[src/rtl/stopwatch_timer_core_pkg.sv]
// Shared types and constants for the stopwatch timing core: state encoding,
// BCD digit bundle and the binary-to-BCD helper.
package stopwatch_timer_core_pkg;

  typedef enum logic [1:0] {
    StIdle   = 2'd0,
    StRun    = 2'd1,
    StAdjust = 2'd2,
    StDone   = 2'd3
  } state_e;

  localparam int unsigned DigitW = 4;
  localparam int unsigned SecMax = 59;

  typedef struct packed {
    logic [DigitW-1:0] min_t;
    logic [DigitW-1:0] min_o;
    logic [DigitW-1:0] sec_t;
    logic [DigitW-1:0] sec_o;
  } digits_t;

  // Two BCD digits for a binary value 0..99.
  function automatic logic [7:0] to_bcd(input logic [6:0] v);
    return {4'(v / 7'd10), 4'(v % 7'd10)};
  endfunction

endpackage

[src/rtl/stopwatch_timer_core_if.sv]
// Control inputs and display/status outputs of the stopwatch core.
// master drives the buttons/switches, slave is the core.
interface stopwatch_timer_core_if;
  logic       run_toggle;
  logic       adj_en;
  logic       adj_sel;
  logic       dir_down;
  logic       lap;
  logic [3:0] min_t;
  logic [3:0] min_o;
  logic [3:0] sec_t;
  logic [3:0] sec_o;
  logic       running;
  logic       done;
  logic       blank_sec;
  logic       blank_min;
  logic       lap_active;

  modport master (
    output run_toggle, adj_en, adj_sel, dir_down, lap,
    input  min_t, min_o, sec_t, sec_o, running, done, blank_sec, blank_min, lap_active
  );

  modport slave (
    input  run_toggle, adj_en, adj_sel, dir_down, lap,
    output min_t, min_o, sec_t, sec_o, running, done, blank_sec, blank_min, lap_active
  );
endinterface

[src/rtl/stopwatch_timer_core_prescaler.sv]
// Divide-by-DIV prescaler: one-cycle tick at terminal count, synchronous clear
// holds the count at zero.
module stopwatch_timer_core_prescaler #(
  parameter int unsigned DIV = 2
) (
  input  logic clk,
  input  logic rst,
  input  logic clear,
  output logic tick
);
  localparam int unsigned CntW = (DIV > 1) ? $clog2(DIV) : 1;
  localparam logic [CntW-1:0] Last = CntW'(DIV - 1);

  logic [CntW-1:0] cnt_q, cnt_d;

  assign tick = !clear && (cnt_q == Last);

  always_comb begin
    cnt_d = cnt_q + 1'b1;
    if (clear || tick) begin
      cnt_d = '0;
    end
  end

  always_ff @(posedge clk) begin
    if (rst) begin
      cnt_q <= '0;
    end else begin
      cnt_q <= cnt_d;
    end
  end
endmodule

[src/rtl/stopwatch_timer_core.sv]
// mm:ss stopwatch core: up/down count, DONE at 00:00, field adjust with blink, BCD out.
// Optional lap freeze is built only when STOPWATCH_LAP_CAPTURE_EN is defined.
module stopwatch_timer_core
  import stopwatch_timer_core_pkg::*;
#(
  parameter int unsigned CLK_HZ   = 100_000_000,
  parameter int unsigned TICK_HZ  = 1,
  parameter int unsigned ADJ_HZ   = 2,
  parameter int unsigned BLINK_HZ = 4,
  parameter int unsigned MAX_MIN  = 99
) (
  input logic                   clk,
  input logic                   btnR,
  stopwatch_timer_core_if.slave sw
);
  localparam logic [5:0] SecLast = 6'(SecMax);
  localparam logic [6:0] MinLast = 7'(MAX_MIN);

  state_e     state_q, state_d;
  logic [5:0] sec_q, sec_d;
  logic [6:0] min_q, min_d;
  logic       blink_q, blink_d;
  digits_t    live_q, live_d, shown;
  logic       in_run, in_adj, at_zero;
  logic       run_tick, adj_tick, blink_tick;

  assign in_run  = (state_q == StRun);
  assign in_adj  = (state_q == StAdjust);
  assign at_zero = (sec_q == '0) && (min_q == '0);

  stopwatch_timer_core_prescaler #(
    .DIV(CLK_HZ / TICK_HZ)
  ) u_run_pre (
    .clk  (clk),
    .rst  (btnR),
    .clear(!in_run),
    .tick (run_tick)
  );

  stopwatch_timer_core_prescaler #(
    .DIV(CLK_HZ / ADJ_HZ)
  ) u_adj_pre (
    .clk  (clk),
    .rst  (btnR),
    .clear(!in_adj),
    .tick (adj_tick)
  );

  stopwatch_timer_core_prescaler #(
    .DIV(CLK_HZ / (2 * BLINK_HZ))
  ) u_blink_pre (
    .clk  (clk),
    .rst  (btnR),
    .clear(!in_adj),
    .tick (blink_tick)
  );

  always_comb begin
    state_d = state_q;
    if (sw.adj_en) begin
      state_d = StAdjust;
    end else begin
      case (state_q)
        StIdle:   if (sw.run_toggle) state_d = StRun;
        StRun: begin
          if (sw.run_toggle) begin
            state_d = StIdle;
          end else if (run_tick && sw.dir_down && at_zero) begin
            state_d = StDone;
          end
        end
        StAdjust: state_d = StIdle;
        StDone:   if (sw.run_toggle) state_d = StIdle;
        default:  state_d = StIdle;
      endcase
    end
  end

  // A run tick is applied even when the state leaves RUN in the same cycle.
  always_comb begin
    sec_d = sec_q;
    min_d = min_q;
    if (in_run && run_tick) begin
      if (!sw.dir_down) begin
        if (sec_q == SecLast) begin
          sec_d = '0;
          min_d = (min_q == MinLast) ? '0 : min_q + 7'd1;
        end else begin
          sec_d = sec_q + 6'd1;
        end
      end else if (!at_zero) begin
        if (sec_q == '0) begin
          sec_d = SecLast;
          min_d = min_q - 7'd1;
        end else begin
          sec_d = sec_q - 6'd1;
        end
      end
    end else if (in_adj && adj_tick) begin
      if (sw.adj_sel) begin
        min_d = (min_q == MinLast) ? '0 : min_q + 7'd1;
      end else begin
        sec_d = (sec_q == SecLast) ? '0 : sec_q + 6'd1;
      end
    end
  end

  assign blink_d = in_adj ? (blink_q ^ blink_tick) : 1'b0;
  assign live_d  = {to_bcd(min_q), to_bcd({1'b0, sec_q})};

  always_ff @(posedge clk) begin
    if (btnR) begin
      state_q <= StIdle;
      sec_q   <= '0;
      min_q   <= '0;
      blink_q <= 1'b0;
      live_q  <= '0;
    end else begin
      state_q <= state_d;
      sec_q   <= sec_d;
      min_q   <= min_d;
      blink_q <= blink_d;
      live_q  <= live_d;
    end
  end

`ifdef STOPWATCH_LAP_CAPTURE_EN
  digits_t lap_q, lap_d;
  logic    lap_act_q, lap_act_d;

  // Freeze only while staying in RUN; any exit from RUN drops the freeze.
  always_comb begin
    lap_d     = lap_q;
    lap_act_d = 1'b0;
    if (in_run && (state_d == StRun)) begin
      lap_act_d = lap_act_q;
      if (sw.lap) begin
        lap_act_d = !lap_act_q;
        if (!lap_act_q) begin
          lap_d = live_q;
        end
      end
    end
  end

  always_ff @(posedge clk) begin
    if (btnR) begin
      lap_q     <= '0;
      lap_act_q <= 1'b0;
    end else begin
      lap_q     <= lap_d;
      lap_act_q <= lap_act_d;
    end
  end

  assign shown         = lap_act_q ? lap_q : live_q;
  assign sw.lap_active = lap_act_q;
`else
  logic unused_lap;
  assign unused_lap    = sw.lap;
  assign shown         = live_q;
  assign sw.lap_active = 1'b0;
`endif

  assign sw.min_t     = shown.min_t;
  assign sw.min_o     = shown.min_o;
  assign sw.sec_t     = shown.sec_t;
  assign sw.sec_o     = shown.sec_o;
  assign sw.running   = in_run;
  assign sw.done      = (state_q == StDone);
  assign sw.blank_sec = blink_q && in_adj && !sw.adj_sel;
  assign sw.blank_min = blink_q && in_adj && sw.adj_sel;
endmodule
[src/flat_wrapper.sv]
// flat-port wrapper written by rule: the top's interface ports become plain ports
module stopwatch_timer_core_flat import stopwatch_timer_core_pkg::*;
#(
  parameter int unsigned CLK_HZ   = 100_000_000,
  parameter int unsigned TICK_HZ  = 1,
  parameter int unsigned ADJ_HZ   = 2,
  parameter int unsigned BLINK_HZ = 4,
  parameter int unsigned MAX_MIN  = 99
)
  (clk, btnR, sw_run_toggle, sw_adj_en, sw_adj_sel, sw_dir_down, sw_lap, sw_min_t, sw_min_o, sw_sec_t, sw_sec_o, sw_running, sw_done, sw_blank_sec, sw_blank_min, sw_lap_active);
  stopwatch_timer_core_if sw_i ();
  input logic clk;
  input logic btnR;
  input wire logic [$bits(sw_i.run_toggle)-1:0] sw_run_toggle;
  input wire logic [$bits(sw_i.adj_en)-1:0] sw_adj_en;
  input wire logic [$bits(sw_i.adj_sel)-1:0] sw_adj_sel;
  input wire logic [$bits(sw_i.dir_down)-1:0] sw_dir_down;
  input wire logic [$bits(sw_i.lap)-1:0] sw_lap;
  output wire logic [$bits(sw_i.min_t)-1:0] sw_min_t;
  output wire logic [$bits(sw_i.min_o)-1:0] sw_min_o;
  output wire logic [$bits(sw_i.sec_t)-1:0] sw_sec_t;
  output wire logic [$bits(sw_i.sec_o)-1:0] sw_sec_o;
  output wire logic [$bits(sw_i.running)-1:0] sw_running;
  output wire logic [$bits(sw_i.done)-1:0] sw_done;
  output wire logic [$bits(sw_i.blank_sec)-1:0] sw_blank_sec;
  output wire logic [$bits(sw_i.blank_min)-1:0] sw_blank_min;
  output wire logic [$bits(sw_i.lap_active)-1:0] sw_lap_active;
  assign sw_i.run_toggle = sw_run_toggle;
  assign sw_i.adj_en = sw_adj_en;
  assign sw_i.adj_sel = sw_adj_sel;
  assign sw_i.dir_down = sw_dir_down;
  assign sw_i.lap = sw_lap;
  assign sw_min_t = sw_i.min_t;
  assign sw_min_o = sw_i.min_o;
  assign sw_sec_t = sw_i.sec_t;
  assign sw_sec_o = sw_i.sec_o;
  assign sw_running = sw_i.running;
  assign sw_done = sw_i.done;
  assign sw_blank_sec = sw_i.blank_sec;
  assign sw_blank_min = sw_i.blank_min;
  assign sw_lap_active = sw_i.lap_active;
  stopwatch_timer_core #(.CLK_HZ(CLK_HZ), .TICK_HZ(TICK_HZ), .ADJ_HZ(ADJ_HZ), .BLINK_HZ(BLINK_HZ), .MAX_MIN(MAX_MIN)) u_core (.clk(clk), .btnR(btnR), .sw(sw_i));
endmodule
[config.mk]
export PLATFORM = sky130hd
export DESIGN_NAME = stopwatch_timer_core_flat
export DESIGN_NICKNAME = d
export VERILOG_FILES = /design/src/rtl/stopwatch_timer_core_pkg.sv /design/src/rtl/stopwatch_timer_core_if.sv /design/src/rtl/stopwatch_timer_core_prescaler.sv /design/src/rtl/stopwatch_timer_core.sv /design/src/flat_wrapper.sv
export SDC_FILE = /design/constraint.sdc
export NUM_CORES = 1
export LEC_CHECK = 0
export CAP_MARGIN = 20
export CORE_UTILIZATION = 30
export CTS_BUF_LIST = sky130_fd_sc_hd__clkbuf_8 sky130_fd_sc_hd__clkbuf_16
export CTS_CLUSTER_SIZE = 16
export DETAILED_ROUTE_END_ITERATION = 12
export HOLD_SLACK_MARGIN = 0.1
export SLEW_MARGIN = 25
export SYNTH_ARGS = -nofsm -noshare
export SYNTH_HDL_FRONTEND = slang
export SYNTH_SLANG_ARGS = --single-unit
[constraint.sdc]
create_clock -name clk -period 7.1 [get_ports clk]
set_input_delay 1.065 -clock clk [delete_from_list [all_inputs] [get_ports clk]]
set_output_delay 1.065 -clock clk [all_outputs]
set_load 0.005 [all_outputs]
# Word-level counts from Yosys, hierarchy flattened

Index checks and enable logic that the tools add are counted.
W data, S select, Z words.

Register bits after elaboration: 109
Latch bits: 0
Bits in writable memories: 0
Bits in read-only memories: 0
Input port bits: 7
Output and inout bits: 21
Word-level logic and storage cells: 95
Memories: 0

$add $sub $neg: 7
Multiply operators: 0
Div/mod/pow operators: 4
$lt $le $gt $ge: 0
Equal/unequal tests: 18
Shift operators: 0
Muxes and demuxes: 21
Bitwise operators: 2
Reduce and logical (&&, ||, !) cells: 31

Operator list:

| operator                | count |
|---|---|
| $mux W7                 | 8 |
| $mux W6                 | 7 |
| $add A27 B1 Y27 const B | 1 |
| $eq A27 B27 Y1 const B  | 1 |
| $add A26 B1 Y26 const B | 1 |
| $eq A26 B26 Y1 const B  | 1 |
| $add A24 B1 Y24 const B | 1 |
| $eq A24 B24 Y1 const B  | 1 |
| $ne A3 B3 Y1 const B    | 6 |
| $logic_and A1 B1 Y1     | 11 |
| $mux W2                 | 5 |
| $reduce_or A2 Y1        | 5 |
| $reduce_and A3 Y1       | 3 |
| $pmux W2 S4             | 1 |
| $add A7 B1 Y7 const B   | 1 |
| $div A6 B4 Y7 const B   | 1 |
| $div A7 B4 Y7 const B   | 1 |
| $eq A7 B7 Y1 const B    | 1 |
| $logic_not A7 Y1        | 1 |
| $mod A6 B4 Y7 const B   | 1 |
| $mod A7 B4 Y7 const B   | 1 |
| $sub A7 B1 Y7 const B   | 1 |
| $add A6 B1 Y6 const B   | 1 |
| $eq A6 B6 Y1 const B    | 1 |
| 14 further kinds        | 21 |

# Depth between registers and ports, before layout

Depth in word-level cells: 8
Depth in mapped cells: 12
Mapped depth without buffers: 10

# Hierarchy

A second synthesis with hierarchy kept.

Cell total of the unflattened synthesis: 774
Area total of the unflattened synthesis: 6,253.5 µm²

By module, submodules not included:

| module                                              | times used | cells an instance | area each (µm²) | sequential area each (µm²) |
|---|---|---|---|---|
| stopwatch_timer_core                                | 1          | 346               | 2,561.2         | 620.6 |
| stopwatch_timer_core_prescaler (u_core.u_run_pre)   | 1          | 152               | 1,321.3         | 540.5 |
| stopwatch_timer_core_prescaler (u_core.u_adj_pre)   | 1          | 147               | 1,234.9         | 520.5 |
| stopwatch_timer_core_prescaler (u_core.u_blink_pre) | 1          | 129               | 1,136.1         | 480.5 |

# Least setup slack after synthesis

No wires, ideal clock.

Kind: input to register
Start point: in sw_dir_down
End point: reg u_core.min_q[4]
Setup time: 0.132 ns
Arrival: 2.468 ns
Required time: 6.968 ns
Setup slack: 4.500 ns
Cell stages on the path: 6
Buffers on the path: 1
Cell sequence: or3_1 > a2111oi_0 > o22ai_1 > clkbuf_1 > o31ai_1 > a21oi_1

Word-level cells in the longest chain between the ends: 2
Elaborated cells between the ends (all ways): 6
Those cells by class: eq/ne (3); mux (2); reduce/logical (1)

RTL lines:

| element                                                       | RTL line                    | RTL |
|---|---|---|
| from (decl)                                                   | flat_wrapper.sv:17          | `input wire logic [$bits(sw_i.dir_down)-1:0] sw_dir_down;` |
| $ne A3 B3 Y1 (no line) / $mux W7 (equally long branches)      | n/a                         |  |
| $reduce_and A5 Y1 (no line) / $mux W7 (equally long branches) | n/a                         |  |
| to (signal assigned)                                          | stopwatch_timer_core.sv:121 | `min_q <= min_d;` |
| to (decl)                                                     | stopwatch_timer_core.sv:21  | `logic [6:0] min_q, min_d;` |

Parallel ways exist; a longest one is shown, timed or not.
A chain may end at the register's enable or synchronous reset.

# Worst setup path in the final report

Start point: in sw_adj_sel
End point: out sw_blank_sec

Word-level cells in the longest chain between the ends: 2

RTL lines:

| element             | RTL line                    | RTL |
|---|---|---|
| from (decl)         | flat_wrapper.sv:16          | `input wire logic [$bits(sw_i.adj_sel)-1:0] sw_adj_sel;` |
| $logic_not A1 Y1    | stopwatch_timer_core.sv:171 | `assign sw.blank_sec = blink_q && in_adj && !sw.adj_sel;` |
| $logic_and A1 B1 Y1 | stopwatch_timer_core.sv:171 |  |
| to (decl)           | flat_wrapper.sv:25          | `output wire logic [$bits(sw_i.blank_sec)-1:0] sw_blank_sec;` |

No other way between the ends.

==> out/qor_table.md <==
| Step | Result | Value |
|:---|:---|:---|
| status | Status | finished, violations left |
| status | Violated checks | design-rule violations |
| grt | Pin count of the biggest net entering global routing | 31 |
| grt | Total global routing track utilization | 12.72% |
| route | Detailed-route wire length per cell | 12.25 µm |
| floorplan | Starting density of the core | 30.94% |
| yosys | Most numerous cell in the Yosys netlist | sky130_fd_sc_hd__nor2_1 |
| floorplan | Row Count | 49 |
| timing | Highest Clock Rate | 300.1 MHz |
| pwr | Internal power | 0.8516 mW |
| clock network | # Post-CTS Setup Buffers | 0 |
| yosys | Cell type contributing the most total cell area after synthesis | sky130_fd_sc_hd__dfxtp_1 |
| final layout | Ratio of cells with drive above 1 in the final layout | 4.802% |
| floorplan | Overall die area | 19330 µm² |
| yosys | Synth top area cells | sky130_fd_sc_hd__dfxtp_1 38%, sky130_fd_sc_hd__nor2_1 7.7%, sky130_fd_sc_hd__xor2_1 5.8% |
| placed design | Worst setup slack after placement | 3.581 ns |
| timing | Hold Fails Final Rpt | 0 |
| grt | Vias in the first global route | 4350 |
| pwr | Part of the power in the clock network | 43.1% |
| pwr | IR drop worst, VDD | 0.1309 mV |
| floorplan | Placeable core region | 18210 µm² |
| route | Overall via count from detail_route | 4670 |
| route | Drt pass-1 iters | 10 |
| clock network | Maximum count of clock buffers along a single path | 2 |
| clock network | CTS tree | yes |
| timing | Final Skew | 0.01032 ns |
| yosys | Most numerous cell types in the synthesized netlist | 115 x sky130_fd_sc_hd__nor2_1, 108 x sky130_fd_sc_hd__dfxtp_1, 51 x sky130_fd_sc_hd__nand2_1 |
| final layout | Layout overhead on the synthesized area | 12.59% |
| yosys | Number of enable-type register cells in the synthesized netlist | 0 |
| yosys | Mean post-synth cell area | 8.070 µm² |
| grt | Number of antenna violations at the first check in global routing | 0 |
| final layout | FF/Latch Area | 2162 µm² |
| job | Max Cap Violations | 0 |
| clock network | Depth of the CTS H-tree | 3 |
| timing | Setup repair after global routing missed its margin | false |
| clock network | Clock Sinks | 108 |
| pwr | Logic pwr share | 1.7% |
| worst setup path | Nature of the critical path endpoint | output pin |
| worst setup path | Arrival time reported for the critical path endpoint | 2.27 ns |
| clock network | Hold Buf Count CTS | 0 |
| floorplan | Top Ports | 28 |
| final layout | Number of inserted filler cells in the final layout | 1898 |
| timing | Final-report max-slew violation count | 0 |
| grt | Fraction of met1 tracks used by global routing | 16.77% |
| worst setup path | Start-to-end type of the worst setup path | input port to output pin |
| worst setup path | Required time reported for the critical path endpoint | 6.03 ns |
| pwr | Standby leakage power | 2.103 nW |
| clock network | CTS buffer count | 9 |
| pwr | Share of total power in sequential cells | 55.2% |
| clock network | Clock transition at the registers of the reported paths | 0.07 ns |
| grt | First-pass GRT wire length | 20340 µm |
| worst setup path | Startpoint kind of the worst setup timing path | input port |
| route | Post-route antenna net violation count | 0 |
| floorplan | DIE WIDTH | 139.0 µm |
| yosys | Fraction of the yosys area taken by sequential cells | 38.38% |
| clock network | Source-to-sink clock delay at the later pin of the worst-skew pair | 0.36 ns |
| pwr | Net load switching power | 0.2501 mW |
| grt | Global routing usage on met3 | 3.488% |
| timing | Tcrit/Tclk final | 46.93% |
| timing | Least setup slack across all paths after layout | 3.768 ns |
| route | Number of DRC violations after detailed-routing iteration 0 | 320 |
| yosys | Synth Register Bits | 108 |
| yosys | YS warnings | 0 |
| yosys | Distinct cell type count after synthesis | 58 |
| timing | Transition time at the pin with the least slew margin | 0.9152 ns |
| route | Count of unresolved DRC violations after routing | 1 |
| yosys | Main flop type after synthesis | sky130_fd_sc_hd__dfxtp_1 |
| clock network | Cell at the root of the clock tree | sky130_fd_sc_hd__clkbuf_16 |
| final layout | Final nets | 722 |
| placed design | Port buffer count | 24 |
| clock network | Resize count post-CTS | 0 |
| yosys | Number of cells produced by synthesis | 698 |
| timing | Max_slew headroom | 38.98% |
| timing | Final count of negative-setup-slack endpoints | 0 |
| grt | Most utilized layer in the global route result | met2 |
| worst setup path | Top fanout value on the critical path | 4 |
| floorplan | Chip Height | 139.0 µm |
| pwr | Switching Share | 22.70% |
| final layout | Antenna cell count | 0 |
| route | Total length of routed wires | 11480 µm |
| min path | Path type of the worst min-delay path | flop to flop |
| placed design | Placed wire-length estimate after detailed placement | 7804 µm |
| grt | Sum of overflow across all layers after global routing | 0 |
| yosys | Async set or reset register ratio after synthesis | 0% |
| final layout | Multi-input logic area | 3276 µm² |
| pwr | Power density over the cells | 173.7 nW/µm² |
| route | Average vias per placed instance | 4.984 |
| timing | Final critical delay including setup and external delays | 3.332 ns |
| yosys | Area share of the largest cell type after synthesis | 38.38% |
| placed design | Routability-driven placement congestion ratio | 0.7989 |
| grt | Met2 Resource Use GR | 20.15% |
| timing | Accumulated negative setup slack | 0 ns |
| yosys | Area of the mapped netlist | 5633 µm² |
==> worst max-delay path, stage by stage <==
cell	delay, ns
sky130_fd_sc_hd__clkdlybuf4s50_1	0.41
sky130_fd_sc_hd__inv_1	0.13
sky130_fd_sc_hd__and3_1	0.16
sky130_fd_sc_hd__clkdlybuf4s50_1	0.50
==> logic make-up after synthesis <==
logic type / share of synthesized area (%)
fa+ha+maj: 2.665
xor+xnor: 11.19
mux: 1.910
other cells: 0.06657
simple gates: 30.68
buf+inv: 4.042
flops: 38.38
compound gates: 11.06
==> flip-flops by register name, summed over array words and instances (netlist names) <==
name and cells:
u_core.blink_q 1, u_core.min_q 7, u_core.sec_q 6, u_core.state_q 2, u_core.sw.min_o 4, u_core.sw.min_t 4
u_core.sw.sec_o 4, u_core.sw.sec_t 3, u_core.u_adj_pre.cnt_q 26, u_core.u_blink_pre.cnt_q 24, u_core.u_run_pre.cnt_q 27
==> per-stage QoR <==
stage / cell area [µm²] / hold slack (ns) / util, % / power, mW / std cells
finish: 6342 / 0.4486 / 34.83 / 1.102 / 937
global route: 6342 / 0.4784 / 34.83 / 1.151 / 937
floorplan: 5637 / 0.4175 / - / 0.6330 / 699
global placement: 6048 / 0.4302 / 33.22 / 0.6412 / 921
detailed placement: 6055 / 0.4396 / 33.25 / 0.6412 / 921
CTS: 6331 / 0.4498 / 34.77 / 1.124 / 937
==> worst paths after layout <==
kind,startpoint,endpoint,slack (ns),cells after the start
setup reg to reg,u_core.sec_q[1],u_core.min_q[3],4.21,8
hold / removal,u_core.u_run_pre.cnt_q[0],u_core.u_run_pre.cnt_q[0],0.45,1
setup / recovery,sw_adj_sel,sw_blank_sec,3.77,4
hold reg to reg,u_core.u_run_pre.cnt_q[0],u_core.u_run_pre.cnt_q[0],0.45,1
==> cell type report <==
| cell class | count | area share (%) |
|---|---|---|
| multi-input cells | 537 | 51.65 |
| well taps | 229 | 4.518 |
| flip-flops and latches | 108 | 34.09 |
| repair buffers | 28 | 4.261 |
| clock buffers | 9 | 3.551 |
| inverters | 19 | 1.124 |
| clock inverters | 7 | 0.8088 |
==> per-layer routing <==
metal / share of wire [%] / wire, µm
met1: 51 / 5913
met2: 43 / 4949
met4: 1.3 / 146
met3: 4.1 / 472
met5: 0 / 0
==> power groups by stage <==
stage | Sequential, mW | Clock (mW) | Combinational [mW]
floorplan | 0.622 | 0 | 0.0112
global placement | 0.622 | 0 | 0.0190
detailed placement | 0.622 | 0 | 0.0190
CTS | 0.608 | 0.497 | 0.0190
global route | 0.608 | 0.522 | 0.0211
finish | 0.608 | 0.474 | 0.0191
==> placed cells by master (no fill, tap or decap), types with 3 or more instances in the layout <==
master and instances:
sky130_fd_sc_hd__and2_1 6, sky130_fd_sc_hd__and4_1 14, sky130_fd_sc_hd__ha_1 12, sky130_fd_sc_hd__a21o_1 3
sky130_fd_sc_hd__mux2i_1 7, sky130_fd_sc_hd__xor2_1 37, sky130_fd_sc_hd__or2_2 3, sky130_fd_sc_hd__nand4_1 15
sky130_fd_sc_hd__a2111oi_0 4, sky130_fd_sc_hd__clkbuf_16 9, sky130_fd_sc_hd__xnor2_1 35, sky130_fd_sc_hd__nand3_1 46
sky130_fd_sc_hd__nand2_1 51, sky130_fd_sc_hd__o21ai_0 26, sky130_fd_sc_hd__clkdlybuf4s50_1 24, sky130_fd_sc_hd__and3_1 17
sky130_fd_sc_hd__nor3b_1 3, sky130_fd_sc_hd__o211ai_1 3, sky130_fd_sc_hd__o22ai_1 3, sky130_fd_sc_hd__a221o_1 3
sky130_fd_sc_hd__nor3_1 18, sky130_fd_sc_hd__nor4b_1 6, sky130_fd_sc_hd__buf_4 4, sky130_fd_sc_hd__a21oi_1 32
sky130_fd_sc_hd__nand2b_1 7, sky130_fd_sc_hd__a211o_1 5, sky130_fd_sc_hd__or3_1 13, sky130_fd_sc_hd__inv_1 19
sky130_fd_sc_hd__dfxtp_1 108, sky130_fd_sc_hd__nor2_1 115, sky130_fd_sc_hd__nor4_1 6, sky130_fd_sc_hd__nor2b_1 12
No activity file was read; power rests on OpenSTA's default activity.
